==> src/rtl/spi_frame_master.sv <==
// spi_frame_master: fixed-length SPI mode-0 frame master with csb timing.
// Build option SPI_FRAME_MISO_CAPTURE_EN adds the miso capture path.
module spi_frame_master #(
  parameter int FRAME_W  = 24,
  parameter int CLK_DIV  = 2,
  parameter int CS_SETUP = 2,
  parameter int CS_HOLD  = 2,
  parameter int CS_GAP   = 4
) (
  input  logic               clk,
  input  logic               rst,
  input  logic               start,
  input  logic [FRAME_W-1:0] tx_data,
  input  logic               miso,
  output logic               sclk,
  output logic               csb,
  output logic               mosi,
  output logic               busy,
  output logic               done,
  output logic [FRAME_W-1:0] rx_data
);

  localparam int BW = $clog2(FRAME_W + 1);
  localparam int DW = (CLK_DIV > 1) ? $clog2(CLK_DIV) : 1;

  localparam logic [BW-1:0] LAST_BIT  = BW'(FRAME_W - 1);
  localparam logic [DW-1:0] DIV_MAX   = DW'(CLK_DIV - 1);
  localparam logic [7:0]    SETUP_MAX = 8'(CS_SETUP - 1);
  localparam logic [7:0]    HOLD_MAX  = 8'(CS_HOLD - 1);
  localparam logic [7:0]    GAP_MAX   = 8'(CS_GAP - 1);

  typedef enum logic [2:0] {
    IDLE,
    SETUP,
    SHIFT,
    HOLD,
    GAP
  } state_t;

  state_t             state;
  logic [FRAME_W-1:0] sr;
  logic [BW-1:0]      bit_cnt;
  logic [DW-1:0]      div_cnt;
  logic [7:0]         tmr;

  // csb high gates mosi so the line is quiet between frames
  assign mosi = sr[FRAME_W-1] & ~csb;

  // frame sequencer; sclk itself is the half-period phase
  always_ff @(posedge clk or posedge rst) begin
    if (rst) begin
      state   <= IDLE;
      sr      <= '0;
      bit_cnt <= '0;
      div_cnt <= '0;
      tmr     <= '0;
      sclk    <= 1'b0;
      csb     <= 1'b1;
      busy    <= 1'b0;
      done    <= 1'b0;
    end else begin
      done <= 1'b0;
      unique case (state)
        IDLE: begin
          if (start) begin
            sr    <= tx_data;
            csb   <= 1'b0;
            busy  <= 1'b1;
            tmr   <= '0;
            state <= SETUP;
          end
        end
        SETUP: begin
          if (tmr == SETUP_MAX) begin
            tmr     <= '0;
            div_cnt <= '0;
            bit_cnt <= '0;
            state   <= SHIFT;
          end else begin
            tmr <= tmr + 8'd1;
          end
        end
        SHIFT: begin
          if (div_cnt == DIV_MAX) begin
            div_cnt <= '0;
            sclk    <= ~sclk;
            if (sclk) begin
              sr <= {sr[FRAME_W-2:0], 1'b0};
              if (bit_cnt == LAST_BIT) begin
                bit_cnt <= '0;
                tmr     <= '0;
                state   <= HOLD;
              end else begin
                bit_cnt <= bit_cnt + BW'(1);
              end
            end
          end else begin
            div_cnt <= div_cnt + DW'(1);
          end
        end
        HOLD: begin
          if (tmr == HOLD_MAX) begin
            tmr   <= '0;
            csb   <= 1'b1;
            state <= GAP;
          end else begin
            tmr <= tmr + 8'd1;
          end
        end
        GAP: begin
          if (tmr == GAP_MAX) begin
            tmr   <= '0;
            busy  <= 1'b0;
            done  <= 1'b1;
            state <= IDLE;
          end else begin
            tmr <= tmr + 8'd1;
          end
        end
        default: state <= IDLE;
      endcase
    end
  end

`ifdef SPI_FRAME_MISO_CAPTURE_EN
  logic [FRAME_W-1:0] rx_sr;
  logic               rise;

  assign rise = (state == SHIFT) && (div_cnt == DIV_MAX) && !sclk;

  // shift miso in on each rising sclk, publish together with done
  always_ff @(posedge clk or posedge rst) begin
    if (rst) begin
      rx_sr   <= '0;
      rx_data <= '0;
    end else begin
      if (rise)
        rx_sr <= {rx_sr[FRAME_W-2:0], miso};
      if (state == GAP && tmr == GAP_MAX)
        rx_data <= rx_sr;
    end
  end
`else
  logic unused_miso;
  assign unused_miso = miso;
  assign rx_data     = '0;
`endif

endmodule

==> config.mk <==
export PLATFORM = sky130hd
export DESIGN_NAME = spi_frame_master
export DESIGN_NICKNAME = d
export VERILOG_FILES = /design/src/rtl/spi_frame_master.sv
export SDC_FILE = /design/constraint.sdc
export NUM_CORES = 1
export LEC_CHECK = 0
export CAP_MARGIN = 5
export CORE_MARGIN = 4
export CORE_UTILIZATION = 35
export CTS_CLUSTER_SIZE = 25
export DETAILED_ROUTE_END_ITERATION = 10
export GPL_TIMING_DRIVEN = 0
export MAX_ROUTING_LAYER = met4
export SLEW_MARGIN = 10
export SYNTH_ARGS = -nofsm -noshare
export SYNTH_HDL_FRONTEND = slang
export SYNTH_SLANG_ARGS = --single-unit
==> constraint.sdc <==
create_clock -name clk -period 2.9 [get_ports clk]
set_input_delay 0.58 -clock clk [delete_from_list [all_inputs] [get_ports clk]]
set_output_delay 0.58 -clock clk [all_outputs]
set_load 0.01 [all_outputs]
==> qor.txt <==
status -> finished, final reports clean
first-pass GRT wire length -> 8.763 mm
clock sink total -> 45
GR Util met1 -> 18.09%
share of cells above drive strength 1 -> 16.35%
maximum VDD drop -> 0.3443 mV
Worst Path Arrival -> 2.24 ns
number of synthesized flops with an enable pin -> 0
Top FF cell, synth -> dfrtp_1
antenna diode count -> 0
clock buffer depth -> 2
final hold violation count -> 0
post-route DRC violation count -> 0
DRT antenna net count -> 0
Fill cells -> 682
post-CTS setup repair buffer count -> 0
area of the core -> 0.006832 mm2
DR vias/cell -> 4.659
Period minus WS final -> 2.046 ns
RSZ-0062 raised after global routing -> false
Initial Util -> 36.30%
max cap viols -> 0
global route hottest layer -> met2
Worst EP required -> 3.09 ns
Slew Limit Headroom -> 39.48%
Pwr Density -> 823.4 mW/mm2
Max Slew Vio Count -> 0
crit start category -> flip-flop
H-tree levels -> 2
Initial DRC Count -> 105
Final Wtd Congestion -> 0.8117
Reg clk slew, reported paths -> 0.09 ns
Post-DP Area -> 0.003017 mm2
Tot GR Track Use -> 13.13%
M3 GR Usage -> 2.543%
setup tns final -> 0 ns
Distinct cells, synth -> 48
Tcrit/Tclk final -> 70.54%
fmax -> 488.8 MHz
worst-path fanout max -> 6
port bufs -> 31
cells after synthesis -> 255
Initial DRT Pass Iterations -> 4
routed vias -> 1929
Pleak -> 1.510 nW
WS Path Type -> flip-flop to flip-flop
Die Ht -> 92.18 um
CP Capture Type -> flip-flop
Routed Wire Length -> 5.162 mm
post-detail-place hpwl -> 3.768 mm
Clk Latency, worst-skew pair -> 0.30 ns
CTS Hold Bufs -> 0
sequential area share after synthesis -> 45.46%
largest net degree at the start of global routing -> 37
Worst Hold Class -> flip-flop to flip-flop
vias in the first global route -> 1885
# setup viols final -> 0
FP Rows -> 30
initial antenna violation count -> 0
post-route cell area -> 0.003118 mm2
ys async rst share -> 100.0%
Die Wd -> 92.18 um
CTS buffer count -> 5
DR WL/cell -> 12.47 um
Post-Syn Area -> 0.002480 mm2
gr ovfl total -> 0
met2 GRT Util -> 19.40%
Resize count post-CTS -> 0
nets -> 348
die footprint -> 0.008496 mm2
Mapped Avg Cell Area -> 9.725 um2
Ys Warns -> 0
# IOs -> 57
Synth Register Bits -> 45
Worst Max-Slew Pin Slew -> 0.9016 ns
CTS Root Cell -> clkbuf_8
Setup Skew -> 0.006630 ns
area grow syn2layout -> 25.73%
CTS tree -> yes
==> cell families after synthesis <==
family | count (synthesis) | share of synthesized area [%]
AO/OA/AOI/OAI | 60 | 15.19
XOR/XNOR | 4 | 1.413
buffers and inverters | 47 | 11.86
other | 1 | 0.1512
flip-flops | 45 | 45.46
adder cells (fa/ha/maj) | 3 | 1.514
AND/OR/NAND/NOR | 71 | 14.68
multiplexers | 24 | 9.738
==> report_power, final <==
part | switching [W] | internal (W)
Clock | 0.000219 | 0.000216
Sequential | 0.000142 | 0.000857
Combinational | 0.000628 | 0.000506
==> cell type report <==
type / count / area (um2) / share of cell area, %
Buffer: 36 / 252.7 / 8.106
Clock buffer: 7 / 96.34 / 3.090
Clock inverter: 1 / 5.005 / 0.1605
Inverter: 11 / 41.29 / 1.324
Multi-Input combinational cell: 186 / 1145 / 36.72
Sequential cell: 45 / 1127 / 36.16
Tap cell: 96 / 120.1 / 3.852
Timing Repair Buffer: 32 / 330.3 / 10.59
==> final timing paths <==
check                              startpoint                      to  slack, ns  cells after the start
setup / recovery           tmr[1]$_DFFE_PP0P_  bit_cnt[0]$_DFFE_PP0P_       0.85                      6
hold / removal             sr[22]$_DFFE_PP0P_      sr[22]$_DFFE_PP0P_       0.48                      2
setup reg to reg           tmr[1]$_DFFE_PP0P_  bit_cnt[0]$_DFFE_PP0P_       0.85                      6
hold reg to reg            sr[22]$_DFFE_PP0P_      sr[22]$_DFFE_PP0P_       0.48                      2
max in group asynchronous                 rst         csb$_DFFE_PP1P_       1.86                      3
min in group asynchronous                 rst       sr[7]$_DFFE_PP0P_       0.51                      2
==> Yosys cell counts, types with 2 or more instances <==
master    instances  area [um2]
clkbuf_1          4       15.01
o21ai_1           4       20.02
nor2_1            9       33.78
a21oi_1           4       20.02
inv_1            11       41.29
ha_1              3       37.54
o22ai_1           6       37.54
nand3_1           7       35.03
buf_6             2       22.52
buf_2             4       20.02
buf_4            26       195.2
nor2b_1           2       12.51
nand2_1          30       112.6
nor3_1            7       35.03
o31ai_1           4       30.03
o21ai_0          30       150.1
dfrtp_1          44        1101
xnor2_1           4       35.03
mux2i_1          23       230.2
or3b_1            2       17.52
o21a_1            2       15.01
==> per-stage QoR <==
step	hold slack (ns)	std cells	power (W)	utilization, %	setup WS (ns)
2_1_floorplan	0.4422	278	0.001841	-	1.106
3_3_place_gp	0.4610	405	0.002122	43.86	0.2659
3_5_place_dp	0.4679	406	0.002153	44.16	0.6088
4_1_cts	0.4898	414	0.002595	45.64	0.8460
5_1_grt	0.5141	414	0.002795	45.64	0.6882
6_report	0.4830	414	0.002567	45.64	0.8543
==> worst max-delay path, stage by stage, from the launching register on <==
cell and delay, ns:
dfrtp_1 0.41, inv_1 0.08, ha_1 0.19, nor4bb_1 0.43, a32oi_2 0.27, nor2_1 0.20, mux2_2 0.35
==> cell usage in the layout (no fill, tap or decap), types with 2 or more instances in the layout <==
| cell | netlist | routed |
|---|---|---|
| o21ai_1 | 4 | 4 |
| o21a_1 | 2 | 2 |
| dfrtp_1 | 44 | 44 |
| nor2_1 | 9 | 9 |
| o21ai_0 | 30 | 30 |
| xnor2_1 | 4 | 4 |
| buf_2 | 4 | 4 |
| nand3_1 | 7 | 7 |
| or3b_1 | 2 | 2 |
| buf_6 | 2 | 2 |
| o22ai_1 | 6 | 6 |
| inv_1 | 11 | 10 |
| nand2_1 | 30 | 30 |
| clkbuf_1 | 4 | 4 |
| clkbuf_8 | 0 | 7 |
| ha_1 | 3 | 3 |
| nor3_1 | 7 | 7 |
| clkdlybuf4s50_1 | 0 | 31 |
| buf_4 | 26 | 26 |
| nor2b_1 | 2 | 2 |
| o31ai_1 | 4 | 4 |
| mux2i_1 | 23 | 23 |
| a21oi_1 | 4 | 4 |
| conb_1 | 1 | 24 |
==> layer usage <==
layer / routed length (um) / vias to the layer above / part of all wire (%)
li1: - / 964 / -
met1: 2577 / 916 / 50
met2: 2332 / 44 / 45
met3: 219 / 5 / 4.2
met4: 34 / 0 / 0.66
met5: 0 / - / 0
==> flip-flops by register name, indices dropped and copies added, names as in the netlist, 3 cells and up <==
signal   cells
bit_cnt      5
sr          24
state        3
tmr          8
Note: power is estimated with default switching activity, not from simulation.
